File: src/rtl/cpuif_initiator_if.sv
// rtl/cpuif_initiator_if.sv - command, response and cpu-side bus signals of cpuif_initiator
interface cpuif_initiator_if #(
  parameter int ADDR_WIDTH = 16,
  parameter int DATA_WIDTH = 16
);
  logic                  cmd_valid;
  logic                  cmd_ready;
  logic                  cmd_is_wr;
  logic [ADDR_WIDTH-1:0] cmd_addr;
  logic [DATA_WIDTH-1:0] cmd_wr_data;
  logic [DATA_WIDTH-1:0] cmd_wr_biten;

  logic                  rsp_valid;
  logic                  rsp_ready;
  logic                  rsp_is_wr;
  logic [DATA_WIDTH-1:0] rsp_data;
  logic                  rsp_err;
  logic                  rsp_timeout;

  logic                  cpu_req;
  logic                  cpu_req_is_wr;
  logic [ADDR_WIDTH-1:0] cpu_addr;
  logic [DATA_WIDTH-1:0] cpu_wr_data;
  logic [DATA_WIDTH-1:0] cpu_wr_biten;
  logic                  cpu_req_stall_wr;
  logic                  cpu_req_stall_rd;
  logic                  cpu_rd_ack;
  logic                  cpu_rd_err;
  logic [DATA_WIDTH-1:0] cpu_rd_data;
  logic                  cpu_wr_ack;
  logic                  cpu_wr_err;

  modport master (
    input  cmd_valid, cmd_is_wr, cmd_addr, cmd_wr_data, cmd_wr_biten,
    output cmd_ready,
    output rsp_valid, rsp_is_wr, rsp_data, rsp_err, rsp_timeout,
    input  rsp_ready,
    output cpu_req, cpu_req_is_wr, cpu_addr, cpu_wr_data, cpu_wr_biten,
    input  cpu_req_stall_wr, cpu_req_stall_rd, cpu_rd_ack, cpu_rd_err, cpu_rd_data,
    input  cpu_wr_ack, cpu_wr_err
  );

  modport slave (
    output cmd_valid, cmd_is_wr, cmd_addr, cmd_wr_data, cmd_wr_biten,
    input  cmd_ready,
    input  rsp_valid, rsp_is_wr, rsp_data, rsp_err, rsp_timeout,
    output rsp_ready,
    input  cpu_req, cpu_req_is_wr, cpu_addr, cpu_wr_data, cpu_wr_biten,
    output cpu_req_stall_wr, cpu_req_stall_rd, cpu_rd_ack, cpu_rd_err, cpu_rd_data,
    output cpu_wr_ack, cpu_wr_err
  );
endinterface

File: src/rtl/cpuif_initiator.sv
// rtl/cpuif_initiator.sv - single-outstanding cpu_if bus master; CPUIF_TIMEOUT_EN adds a request timeout
module cpuif_initiator #(
  parameter int ADDR_WIDTH = 16,
  parameter int DATA_WIDTH = 16
`ifdef CPUIF_TIMEOUT_EN
  , parameter int TIMEOUT_CYCLES = 255
`endif
) (
  input logic          clk,
  input logic          reset,
  cpuif_initiator_if.master bus
);
  typedef enum logic [1:0] {IDLE, REQ, WAIT, RESP} state_t;

  state_t                state_q, state_d;
  logic                  cmd_ready_q, cmd_ready_d;
  logic                  req_q, req_d;
  logic                  is_wr_q, is_wr_d;
  logic [ADDR_WIDTH-1:0] addr_q, addr_d;
  logic [DATA_WIDTH-1:0] wr_data_q, wr_data_d;
  logic [DATA_WIDTH-1:0] biten_q, biten_d;
  logic                  rsp_valid_q, rsp_valid_d;
  logic [DATA_WIDTH-1:0] rsp_data_q, rsp_data_d;
  logic                  rsp_err_q, rsp_err_d;

  // Stall/ack are always interpreted against the type of the captured request
  logic stall, ack, done;
  assign stall = is_wr_q ? bus.cpu_req_stall_wr : bus.cpu_req_stall_rd;
  assign ack   = is_wr_q ? bus.cpu_wr_ack : bus.cpu_rd_ack;
  assign done  = ack && ((state_q == REQ && !stall) || state_q == WAIT);

`ifdef CPUIF_TIMEOUT_EN
  localparam int CW = $clog2(TIMEOUT_CYCLES);
  logic [CW-1:0] cnt_q, cnt_d;
  logic          rsp_to_q, rsp_to_d;
`endif

  always_comb begin
    state_d     = state_q;
    cmd_ready_d = cmd_ready_q;
    req_d       = req_q;
    is_wr_d     = is_wr_q;
    addr_d      = addr_q;
    wr_data_d   = wr_data_q;
    biten_d     = biten_q;
    rsp_valid_d = rsp_valid_q;
    rsp_data_d  = rsp_data_q;
    rsp_err_d   = rsp_err_q;
`ifdef CPUIF_TIMEOUT_EN
    cnt_d       = cnt_q;
    rsp_to_d    = rsp_to_q;
`endif
    case (state_q)
      IDLE: begin
        if (cmd_ready_q && bus.cmd_valid) begin
          is_wr_d     = bus.cmd_is_wr;
          addr_d      = bus.cmd_addr;
          wr_data_d   = bus.cmd_wr_data;
          biten_d     = bus.cmd_wr_biten;
          cmd_ready_d = 1'b0;
          req_d       = 1'b1;
          state_d     = REQ;
`ifdef CPUIF_TIMEOUT_EN
          cnt_d       = '0;
`endif
        end else begin
          cmd_ready_d = 1'b1;
        end
      end
      REQ: begin
        if (!stall) begin
          req_d   = 1'b0;
          state_d = WAIT;
        end
      end
      WAIT: ;
      RESP: begin
        if (bus.rsp_ready) begin
          rsp_valid_d = 1'b0;
          state_d     = IDLE;
        end
      end
      default: state_d = IDLE;
    endcase

    // A matching ack always beats an expiring timeout in the same cycle
    if (done) begin
      state_d     = RESP;
      rsp_valid_d = 1'b1;
      rsp_data_d  = is_wr_q ? '0 : bus.cpu_rd_data;
      rsp_err_d   = is_wr_q ? bus.cpu_wr_err : bus.cpu_rd_err;
`ifdef CPUIF_TIMEOUT_EN
      rsp_to_d    = 1'b0;
    end else if (state_q == REQ || state_q == WAIT) begin
      if (cnt_q == CW'(TIMEOUT_CYCLES - 1)) begin
        state_d     = RESP;
        req_d       = 1'b0;
        rsp_valid_d = 1'b1;
        rsp_data_d  = '0;
        rsp_err_d   = 1'b1;
        rsp_to_d    = 1'b1;
      end else begin
        cnt_d = cnt_q + 1'b1;
      end
`endif
    end
  end

  always_ff @(posedge clk or posedge reset) begin
    if (reset) begin
      state_q     <= IDLE;
      cmd_ready_q <= 1'b0;
      req_q       <= 1'b0;
      is_wr_q     <= 1'b0;
      addr_q      <= '0;
      wr_data_q   <= '0;
      biten_q     <= '0;
      rsp_valid_q <= 1'b0;
      rsp_data_q  <= '0;
      rsp_err_q   <= 1'b0;
`ifdef CPUIF_TIMEOUT_EN
      cnt_q       <= '0;
      rsp_to_q    <= 1'b0;
`endif
    end else begin
      state_q     <= state_d;
      cmd_ready_q <= cmd_ready_d;
      req_q       <= req_d;
      is_wr_q     <= is_wr_d;
      addr_q      <= addr_d;
      wr_data_q   <= wr_data_d;
      biten_q     <= biten_d;
      rsp_valid_q <= rsp_valid_d;
      rsp_data_q  <= rsp_data_d;
      rsp_err_q   <= rsp_err_d;
`ifdef CPUIF_TIMEOUT_EN
      cnt_q       <= cnt_d;
      rsp_to_q    <= rsp_to_d;
`endif
    end
  end

  assign bus.cmd_ready     = cmd_ready_q;
  assign bus.cpu_req       = req_q;
  assign bus.cpu_req_is_wr = is_wr_q;
  assign bus.cpu_addr      = addr_q;
  assign bus.cpu_wr_data   = wr_data_q;
  assign bus.cpu_wr_biten  = biten_q;
  assign bus.rsp_valid     = rsp_valid_q;
  assign bus.rsp_is_wr     = is_wr_q;
  assign bus.rsp_data      = rsp_data_q;
  assign bus.rsp_err       = rsp_err_q;
`ifdef CPUIF_TIMEOUT_EN
  assign bus.rsp_timeout   = rsp_to_q;
`else
  assign bus.rsp_timeout   = 1'b0;
`endif
endmodule

File: src/flat_wrapper.sv
// flat-port wrapper written by rule: the top's interface ports become plain ports
module cpuif_initiator_flat 
#(
  parameter int ADDR_WIDTH = 16,
  parameter int DATA_WIDTH = 16

)
  (clk, reset, bus_cmd_valid, bus_cmd_is_wr, bus_cmd_addr, bus_cmd_wr_data, bus_cmd_wr_biten, bus_cmd_ready, bus_rsp_valid, bus_rsp_is_wr, bus_rsp_data, bus_rsp_err, bus_rsp_timeout, bus_rsp_ready, bus_cpu_req, bus_cpu_req_is_wr, bus_cpu_addr, bus_cpu_wr_data, bus_cpu_wr_biten, bus_cpu_req_stall_wr, bus_cpu_req_stall_rd, bus_cpu_rd_ack, bus_cpu_rd_err, bus_cpu_rd_data, bus_cpu_wr_ack, bus_cpu_wr_err);
  cpuif_initiator_if #(.ADDR_WIDTH(ADDR_WIDTH), .DATA_WIDTH(DATA_WIDTH)) bus_i ();
  input logic clk;
  input logic reset;
  input wire logic [$bits(bus_i.cmd_valid)-1:0] bus_cmd_valid;
  input wire logic [$bits(bus_i.cmd_is_wr)-1:0] bus_cmd_is_wr;
  input wire logic [$bits(bus_i.cmd_addr)-1:0] bus_cmd_addr;
  input wire logic [$bits(bus_i.cmd_wr_data)-1:0] bus_cmd_wr_data;
  input wire logic [$bits(bus_i.cmd_wr_biten)-1:0] bus_cmd_wr_biten;
  output wire logic [$bits(bus_i.cmd_ready)-1:0] bus_cmd_ready;
  output wire logic [$bits(bus_i.rsp_valid)-1:0] bus_rsp_valid;
  output wire logic [$bits(bus_i.rsp_is_wr)-1:0] bus_rsp_is_wr;
  output wire logic [$bits(bus_i.rsp_data)-1:0] bus_rsp_data;
  output wire logic [$bits(bus_i.rsp_err)-1:0] bus_rsp_err;
  output wire logic [$bits(bus_i.rsp_timeout)-1:0] bus_rsp_timeout;
  input wire logic [$bits(bus_i.rsp_ready)-1:0] bus_rsp_ready;
  output wire logic [$bits(bus_i.cpu_req)-1:0] bus_cpu_req;
  output wire logic [$bits(bus_i.cpu_req_is_wr)-1:0] bus_cpu_req_is_wr;
  output wire logic [$bits(bus_i.cpu_addr)-1:0] bus_cpu_addr;
  output wire logic [$bits(bus_i.cpu_wr_data)-1:0] bus_cpu_wr_data;
  output wire logic [$bits(bus_i.cpu_wr_biten)-1:0] bus_cpu_wr_biten;
  input wire logic [$bits(bus_i.cpu_req_stall_wr)-1:0] bus_cpu_req_stall_wr;
  input wire logic [$bits(bus_i.cpu_req_stall_rd)-1:0] bus_cpu_req_stall_rd;
  input wire logic [$bits(bus_i.cpu_rd_ack)-1:0] bus_cpu_rd_ack;
  input wire logic [$bits(bus_i.cpu_rd_err)-1:0] bus_cpu_rd_err;
  input wire logic [$bits(bus_i.cpu_rd_data)-1:0] bus_cpu_rd_data;
  input wire logic [$bits(bus_i.cpu_wr_ack)-1:0] bus_cpu_wr_ack;
  input wire logic [$bits(bus_i.cpu_wr_err)-1:0] bus_cpu_wr_err;
  assign bus_i.cmd_valid = bus_cmd_valid;
  assign bus_i.cmd_is_wr = bus_cmd_is_wr;
  assign bus_i.cmd_addr = bus_cmd_addr;
  assign bus_i.cmd_wr_data = bus_cmd_wr_data;
  assign bus_i.cmd_wr_biten = bus_cmd_wr_biten;
  assign bus_cmd_ready = bus_i.cmd_ready;
  assign bus_rsp_valid = bus_i.rsp_valid;
  assign bus_rsp_is_wr = bus_i.rsp_is_wr;
  assign bus_rsp_data = bus_i.rsp_data;
  assign bus_rsp_err = bus_i.rsp_err;
  assign bus_rsp_timeout = bus_i.rsp_timeout;
  assign bus_i.rsp_ready = bus_rsp_ready;
  assign bus_cpu_req = bus_i.cpu_req;
  assign bus_cpu_req_is_wr = bus_i.cpu_req_is_wr;
  assign bus_cpu_addr = bus_i.cpu_addr;
  assign bus_cpu_wr_data = bus_i.cpu_wr_data;
  assign bus_cpu_wr_biten = bus_i.cpu_wr_biten;
  assign bus_i.cpu_req_stall_wr = bus_cpu_req_stall_wr;
  assign bus_i.cpu_req_stall_rd = bus_cpu_req_stall_rd;
  assign bus_i.cpu_rd_ack = bus_cpu_rd_ack;
  assign bus_i.cpu_rd_err = bus_cpu_rd_err;
  assign bus_i.cpu_rd_data = bus_cpu_rd_data;
  assign bus_i.cpu_wr_ack = bus_cpu_wr_ack;
  assign bus_i.cpu_wr_err = bus_cpu_wr_err;
  cpuif_initiator #(.ADDR_WIDTH(ADDR_WIDTH), .DATA_WIDTH(DATA_WIDTH)) u_core (.clk(clk), .reset(reset), .bus(bus_i));
endmodule
File: config.mk
export PLATFORM = sky130hd
export DESIGN_NAME = cpuif_initiator_flat
export DESIGN_NICKNAME = d
export VERILOG_FILES = /design/src/rtl/cpuif_initiator_if.sv /design/src/rtl/cpuif_initiator.sv /design/src/flat_wrapper.sv
export SDC_FILE = /design/constraint.sdc
export NUM_CORES = 1
export LEC_CHECK = 0
export ABC_AREA = 1
export CAP_MARGIN = 40
export CORE_MARGIN = 4
export CORE_UTILIZATION = 41
export CTS_CLUSTER_DIAMETER = 120
export DETAILED_ROUTE_END_ITERATION = 8
export GPL_ROUTABILITY_DRIVEN = 0
export PLACE_DENSITY = 0.89
export REMOVE_ABC_BUFFERS = 1
export SLEW_MARGIN = 20
export SYNTH_ARGS = -nofsm -noshare
export SYNTH_HDL_FRONTEND = slang
export SYNTH_SLANG_ARGS = --single-unit
File: constraint.sdc
create_clock -name clk -period 7.65 [get_ports clk]
set_clock_uncertainty 0.2 [all_clocks]
set_input_delay 1.53 -clock clk [delete_from_list [all_inputs] [get_ports clk]]
set_output_delay 1.53 -clock clk [all_outputs]
set_load 0.01 [all_outputs]
==> results of run 1 <==
area by class of cell:
type                       count  area [µm²]  area share (%)
sequential                    71        1780            38.6
timing repair buffer         147        1500            32.6
multi-input combinational    233        1010            21.9
clock buffer                  13         159            3.45
tap                           96         120            2.61
inverter                       9        33.8           0.733
clock inverter                 1        5.00           0.109
logic make-up after synthesis:
group	after synthesis	share of synthesized area, %
other cells	1	0.128
flops	71	60.6
simple gates	211	28.2
compound gates	20	5.67
mux	1	0.341
buf+inv	25	5.07
worst max path at each step:
stage	endpoint	slack (ns)	cells after the start
detailed placement	u_core.bus.cpu_addr[10]	4.00	6
finish	u_core.bus.cpu_addr[10]	4.41	6
global placement	u_core.bus.cpu_wr_data[12]	3.53	6
global route	u_core.bus.cpu_wr_biten[5]	4.22	6
floorplan	u_core.bus.cmd_ready	4.12	1
CTS	u_core.bus.cpu_wr_biten[8]	4.37	6
registers in the layout, indices dropped and copies added (netlist names):
signal / count
u_core.state_q: 2
u_core.bus.rsp_data: 16
u_core.bus.cmd_ready: 1
u_core.bus.cpu_wr_data: 16
u_core.bus.cpu_req: 1
u_core.bus.cpu_addr: 16
u_core.bus.cpu_wr_biten: 16
u_core.bus.cpu_req_is_wr: 1
u_core.bus.rsp_err: 1
u_core.bus.rsp_valid: 1
power by group:
| group | leakage (nW) | switching, mW | internal, mW |
|---|---|---|---|
| clock | 0.0854 | 0.123 | 0.132 |
| combinational | 1.25 | 0.400 | 0.417 |
| sequential | 0.897 | 0.101 | 0.540 |
| total | 2.24 | 0.624 | 1.09 |
cells in the mapped netlist, drive strengths merged:
library cell / number
inv: 9
nand3: 3
nor2: 5
clkbuf: 1
dfrtp: 71
nand2: 202
and2: 1
o31ai: 1
conb: 1
buf: 15
mux2i: 1
o21ai: 19
worst min-delay path, stage by stage (launching register included):
cell     delay (ns)
dfrtp_1        0.34
nand2_1        0.06
nand2_1        0.05
layer usage:
layer | vias to the layer above | GRT usage, % | part of all wire (%)
met5 | - | 0 | 0
met1 | 1199 | 21.6 | 41
met4 | 0 | 5.07 | 0.90
met3 | 8 | 7.55 | 10
met2 | 113 | 30.5 | 48
li1 | 1276 | - | -
==> flow_summary.ini, run 1 <==
[clocking]
cts_resized = 0
numCtsBuffers = 9
cts_hold_buf = 0
cts_setup_buffers = 0
clk_latency_ns = 0.33
cts_root_buf = clkbuf_8
cts_tree = built
clock_path_buffers = 2
cts_sinks = 71
htreeDepth = 3
clk_transition_reported_paths_ns = 0.07

[setup_path]
rr_startpoint = u_core.state_q[0]
worstSetupStartpoint = bus_cmd_valid
path_buf_inv = 2
crit_fanout = 49
crit_type = in -> reg
crit_path_frequent_cell = nand2_1
worstPathArrival_ns = 3.25
worstRegToRegCells = 6
required_ns = 7.67
critPathTopFamily = buffers and inverters
r2r_end = u_core.bus.cpu_addr[10]
r2r_slack_ns = 5.53
critPathLaunchType = input port
crit_slowest_cell = inv_2
path_cells = clkdlybuf4s50_1, nand2_1, nor2_4, inv_2, nand2_1, nand2_1
cp-end-kind = flop
critical_path.max_stage_delay_ns = 0.46

[sta]
setup_violations = 0
fin_tns_setup_ns = 0
tightest_slew_ns = 0.776
period_share_pct = 42.3
post-route-min-period_ns = 3.24
fmax_ghz = 0.309
whs_ns = 0.271
rsz0062_at_grt = no
drv_slew = 0
fin_ws_ns = 4.41
hold_viol_final = 0
worst_slew_margin_rel_pct = 48.2

[power_and_ir_drop]
p_leak_nw = 2.24
ir_drop_mv = 0.180
finalPower_mw = 1.71
power.density_nw_per_um2 = 372

[drt]
drt_iter0_drc = 95
first_pass_iters = 4
remaining_drc_errors = 0
routed_via_density = 4.55
finalWirelength_mm = 7.63
avgRoutedWirePerCell_um = 13.4
via_count = 2596
postRouteAntennaNets = 0

[grt]
grt_start_max_net_pins = 54
grt_pass1_wl_mm = 12.4
antenna_found_initial = 0
grt_pass1_vias = 2641
grt_overflow = 0
grtUsageTotal_pct = 18.2

[yosys]
synth_top_area_share_pct = 60.6
ys_top_cells_by_area = dfrtp_1, nand2_1, o21ai_2
synth-seq-area-share_pct = 60.6
ys_types = 21
syn_area_per_cell_um2 = 8.92
synth_area_leader_cell = dfrtp_1
synth-seq-cells = 71
syn-instance-count = 329
yosysWarnings = 0
synth_area_um2 = 2930

[finish]
fillers = 588
fin_area_um2 = 4610
drive_gt1_share_pct = 9.28
syn_to_final_growth_pct = 57.0
instances_no_fill = 570
n_antenna_cell = 0
final_nets = 546
final_util_pct = 67.1
final_cell_mix = nand2_1, clkdlybuf4s50_1, dfrtp_1
final_common_cell = nand2_1

[job]
max_cap_viol_count = 0

[die]
die_width_um = 92.6
die-area_um2 = 8570
boundaryPins = 146
core-area_um2 = 6870
initial_core_util_pct = 42.7
rows = 30
die_y_um = 92.6

[min_path]
min_path_type = reg -> reg
min_to = u_core.bus.cpu_wr_data[12]
hp-start = u_core.bus.cpu_wr_data[12]
holdPathStages = 2

[place]
dpl-instance-area_um2 = 4440
dp_cells = 556
post-place-ws_ns = 4.00
port_buffers = 144
dp_hpwl_mm = 5.78

[status]
status = completed
(Power assumes the default switching activity.)
==> inputs of run 2 (changes only) <==
--- a/config.mk
+++ b/config.mk
@@ -8,11 +8,11 @@
 export ABC_AREA = 1
 export CAP_MARGIN = 40
 export CORE_MARGIN = 4
-export CORE_UTILIZATION = 41
+export CORE_UTILIZATION = 40
 export CTS_CLUSTER_DIAMETER = 120
 export DETAILED_ROUTE_END_ITERATION = 8
 export GPL_ROUTABILITY_DRIVEN = 0
-export PLACE_DENSITY = 0.89
+export PLACE_DENSITY = 0.87
 export REMOVE_ABC_BUFFERS = 1
 export SLEW_MARGIN = 20
 export SYNTH_ARGS = -nofsm -noshare
==> constraint.sdc (replaced) <==
create_clock -name clk -period 3 [get_ports clk]
set_clock_uncertainty 0.2 [all_clocks]
set_input_delay 0.6 -clock clk [delete_from_list [all_inputs] [get_ports clk]]
set_output_delay 0.6 -clock clk [all_outputs]
set_load 0.01 [all_outputs]
==> run 2 against run 1 <==
First-iteration DRC count fell by 28%. Critical path depth shrank 5. Count of clock-buffer cells in the layout decreased by 3. Flip-flop and latch count stayed put. Worst hold slack gained 0.0030 ns. Non-clock buffer count shrank 1. Register-to-register slack lost 4.5 ns. Cell area hardly changed. Die area grew 2.3%. Largest cell class unchanged.
==> flow_summary.ini, run 2 (synthesis results as in run 1) <==
[status]
status = completed

[power_and_ir_drop]
clkPwrFrac_pct = 16.9
power_frac_seq_pct = 37.0
switching_share_pct = 36.5
p_leak_nw = 2.23
p_sw_mw = 1.62
finalPower_mw = 4.45
ir_drop_mv = 0.456
p_int_mw = 2.83
combPwrFrac_pct = 46.2
power.density_nw_per_um2 = 966

[clocking]
cts_tree = built
cts_resized = 0
numCtsBuffers = 9
htreeDepth = 3
cts_sinks = 71
cts_setup_buffers = 0
cts_root_buf = clkbuf_8
clk_transition_reported_paths_ns = 0.08
clock_path_buffers = 2
clk_latency_ns = 0.33
cts_hold_buf = 0

[setup_path]
rr_startpoint = u_core.state_q[0]
r2r_slack_ns = 1.02
crit_slowest_cell = clkdlybuf4s50_1
path_buf_inv = 1
crit_fanout = 6
crit_type = reg -> out
path_cells = clkdlybuf4s50_1
r2r_end = u_core.bus.cpu_wr_data[2]
worstPathArrival_ns = 1.39
cp-end-kind = output pin
critPathLaunchType = flop
critPathTopFamily = buffers and inverters
worstRegToRegCells = 6
required_ns = 2.20
critical_path.max_stage_delay_ns = 0.59

[drt]
avgRoutedWirePerCell_um = 13.6
postRouteAntennaNets = 0
first_pass_iters = 4
finalWirelength_mm = 7.78
drt_iter0_drc = 68
remaining_drc_errors = 0
via_count = 2599
routed_via_density = 4.55

[die]
boundaryPins = 146
die-area_um2 = 8770
core-area_um2 = 6940
rows = 30
die_y_um = 93.6
die_width_um = 93.6
initial_core_util_pct = 42.3

[sta]
drv_slew = 0
setup_violations = 0
tightest_slew_ns = 0.757
fin_ws_ns = 0.807
fin_tns_setup_ns = 0
period_share_pct = 73.1
post-route-min-period_ns = 2.19
rsz0062_at_grt = no
hold_viol_final = 0
worst_slew_margin_rel_pct = 49.5
whs_ns = 0.274
fmax_ghz = 0.456

[min_path]
min_to = u_core.bus.cpu_wr_biten[12]
holdPathStages = 2
min_path_type = reg -> reg
hp-start = u_core.bus.cpu_wr_biten[12]

[grt]
antenna_found_initial = 0
grt_pass1_wl_mm = 12.5
grt_pass1_vias = 2529
grt_overflow = 0
grtUsageTotal_pct = 18.1
grt_start_max_net_pins = 72

[finish]
final_common_cell = nand2_1
final_util_pct = 66.3
instances_no_fill = 571
n_antenna_cell = 0
final_nets = 545
syn_to_final_growth_pct = 57.0
drive_gt1_share_pct = 9.89
final_cell_mix = nand2_1, clkdlybuf4s50_1, dfrtp_1
fin_area_um2 = 4610

[place]
dp_cells = 555
dpl-instance-area_um2 = 4410
port_buffers = 144
dp_hpwl_mm = 5.75
post-place-ws_ns = 0.475

[job]
max_cap_viol_count = 0
run 2: changes by cell type in the layout (fill, tap and decap cells not counted):
cell        before  now
buf_12           0    1
clkbuf_1         2    0
clkinvlp_4       0    2
clkinv_2         1    3
clkbuf_8        11   10
buf_16           2    0
bufinv_16        0    1
run 2: worst max-delay path by stage:
stage / slack [ns] / start / cells past startpoint / to
after floorplan: 0.40 / reset / 1 / u_core.bus.cmd_ready
after global placement: 0.54 / bus_cmd_valid / 6 / u_core.bus.cpu_wr_biten[4]
after detailed placement: 0.47 / bus_cmd_valid / 6 / u_core.bus.cpu_wr_data[8]
after CTS: 0.79 / u_core.bus.cpu_req_is_wr / 1 / bus_rsp_is_wr
after global routing: 0.71 / bus_cmd_valid / 6 / u_core.bus.cpu_wr_data[4]
final: 0.81 / u_core.bus.cpu_req_is_wr / 1 / bus_rsp_is_wr
run 2: power by group through the flow:
stage	Sequential, mW	Combinational, mW	Clock [mW]
final	1.65	2.05	0.750
after global routing	1.70	2.26	0.821
after CTS	1.64	2.09	0.773
after detailed placement	1.65	2.09	0
after global placement	1.64	2.02	0
after floorplan	1.81	0.763	0
run 2: cell type report:
cell class                      instances  area (µm²)
Multi-Input combinational cell        233        1010
Inverter                                9        33.8
Clock inverter                          6        60.1
Clock buffer                           10         138
Fill cell                             571        2340
Timing Repair Buffer                  146        1470
Sequential cell                        71        1780
Tap cell                               96         120
run 2: metal layers:
layer  GRT usage (%)  vias up  wire (µm)  part of all wire [%]
met5               0        -          0                     0
li1                -     1278          -                     -
met1            23.4     1194       3320                    43
met2            29.1      118       3660                    47
met4            6.50        0        112                   1.4
met3            5.15        9        700                   9.0
run 2: worst reg2reg max path, delay by kind of cell (launching register included):
family	cells	cell delay, ns
flops	1	0.45
buf+inv	2	0.47
simple gates	4	0.75
==> inputs of run 3 (changes only) <==
==> constraint.sdc (replaced) <==
create_clock -name clk -period 2.15 [get_ports clk]
set_clock_uncertainty 0.2 [all_clocks]
set_input_delay 0.43 -clock clk [delete_from_list [all_inputs] [get_ports clk]]
set_output_delay 0.43 -clock clk [all_outputs]
set_load 0.01 [all_outputs]
==> run 3 against run 2 <==
Count of clock-buffer cells in the layout rose by 2. Largest cell class unchanged. Cell area rose by 0.49%. Combinational power grew 42%. Register-to-register slack got worse by 0.70 ns. Final cell count is 0.35% higher. Largest power group unchanged. Via count up 0.31%. Power increased by 41%. Critical path depth is the same.
==> flow_summary.ini, run 3 (synthesis results as in run 1) <==
[drt]
drt_iter0_drc = 80
avgRoutedWirePerCell_um = 13.4
routed_via_density = 4.55
first_pass_iters = 5
finalWirelength_mm = 7.67
remaining_drc_errors = 0
via_count = 2607
postRouteAntennaNets = 0

[job]
max_cap_viol_count = 0

[grt]
grt_overflow = 0
antenna_found_initial = 0
grt_start_max_net_pins = 51
grt_pass1_vias = 2611
grt_pass1_wl_mm = 12.5
grtUsageTotal_pct = 18.2

[place]
post-place-ws_ns = 0.0597
port_buffers = 144
dp_hpwl_mm = 5.67
dp_cells = 558

[clocking]
cts_tree = built
numCtsBuffers = 9
clk_latency_ns = 0.33
clock_path_buffers = 2
cts_root_buf = clkbuf_8
htreeDepth = 3
cts_resized = 0
clk_transition_reported_paths_ns = 0.07
cts_hold_buf = 0
cts_sinks = 71
cts_setup_buffers = 0

[setup_path]
path_buf_inv = 1
worstSetupStartpoint = u_core.bus.cpu_req_is_wr
path_cells = clkdlybuf4s50_1
worstPathArrival_ns = 1.35
crit_fanout = 6
critPathLaunchType = flop
critPathTopFamily = buffers and inverters
critical_path.max_stage_delay_ns = 0.58
r2r_slack_ns = 0.32
rr_startpoint = u_core.bus.cpu_req_is_wr
cp-end-kind = output pin
crit_type = reg -> out
required_ns = 1.52
crit_slowest_cell = clkdlybuf4s50_1

[finish]
n_antenna_cell = 0
instances_no_fill = 573
final_common_cell = nand2_1
final_cell_mix = nand2_1, clkdlybuf4s50_1, dfrtp_1
final_nets = 548
syn_to_final_growth_pct = 57.7
drive_gt1_share_pct = 10.1

[sta]
period_share_pct = 92.3
rsz0062_at_grt = no
drv_slew = 0
hold_viol_final = 0
setup_violations = 0
post-route-min-period_ns = 1.98
fin_tns_setup_ns = 0
fin_ws_ns = 0.166
whs_ns = 0.273
fmax_ghz = 0.504
worst_slew_margin_rel_pct = 47.1
tightest_slew_ns = 0.792

[min_path]
min_path_type = reg -> reg
hp-start = u_core.bus.cpu_wr_biten[8]

[die]
die_width_um = 93.6
die-area_um2 = 8770
initial_core_util_pct = 42.3
die_y_um = 93.6
rows = 30
core-area_um2 = 6940
boundaryPins = 146

[power_and_ir_drop]
p_leak_nw = 2.25
finalPower_mw = 6.26
ir_drop_mv = 0.612
power.density_nw_per_um2 = 1350

[status]
status = completed
run 3: worst min-delay path, stage by stage (launching register included):
cell,delay (ns)
dfrtp_1,0.35
nand2_1,0.05
nand2_1,0.05
run 3: final timing paths:
check	end	depth (start not counted)
worst min-delay path	u_core.bus.cpu_wr_biten[8]	2
worst max-delay path	bus_cpu_req_is_wr	1
max in group asynchronous	u_core.bus.rsp_data[9]	3
worst min register to register	u_core.bus.cpu_wr_biten[8]	2
worst max register to register	u_core.bus.rsp_data[7]	8
min in group asynchronous	u_core.bus.cpu_wr_data[12]	3
run 3: power breakdown:
| group | switching [mW] | internal (mW) | leakage [nW] | total, mW |
|---|---|---|---|---|
| sequential | 0.360 | 1.92 | 0.897 | 2.28 |
| clock | 0.467 | 0.592 | 0.0985 | 1.06 |
| combinational | 1.41 | 1.50 | 1.25 | 2.92 |
| total | 2.24 | 4.02 | 2.25 | 6.26 |
run 3: area by class of cell:
cell class | instances | area, µm²
Clock buffer | 12 | 155
Clock inverter | 3 | 42.5
Fill cell | 550 | 2320
Inverter | 9 | 33.8
Multi-Input combinational cell | 233 | 1010
Sequential cell | 71 | 1780
Tap cell | 96 | 120
Timing Repair Buffer | 149 | 1490
run 3: per-stage QoR:
stage / cell area [µm²] / utilization [%]
2_1_floorplan: 2820 / -
4_1_cts: 4630 / 66.6
5_1_grt: 4630 / 66.6
6_report: 4630 / 66.6
3_3_place_gp: 4430 / 63.8
3_5_place_dp: 4430 / 63.8
run 3: metal layers:
layer | vias up | share of wire [%] | track usage, %
met5 | - | 0 | 0
met4 | 0 | 1.3 | 6.74
met3 | 10 | 9.6 | 5.55
met2 | 124 | 45 | 28.4
met1 | 1188 | 44 | 23.9
li1 | 1285 | - | -
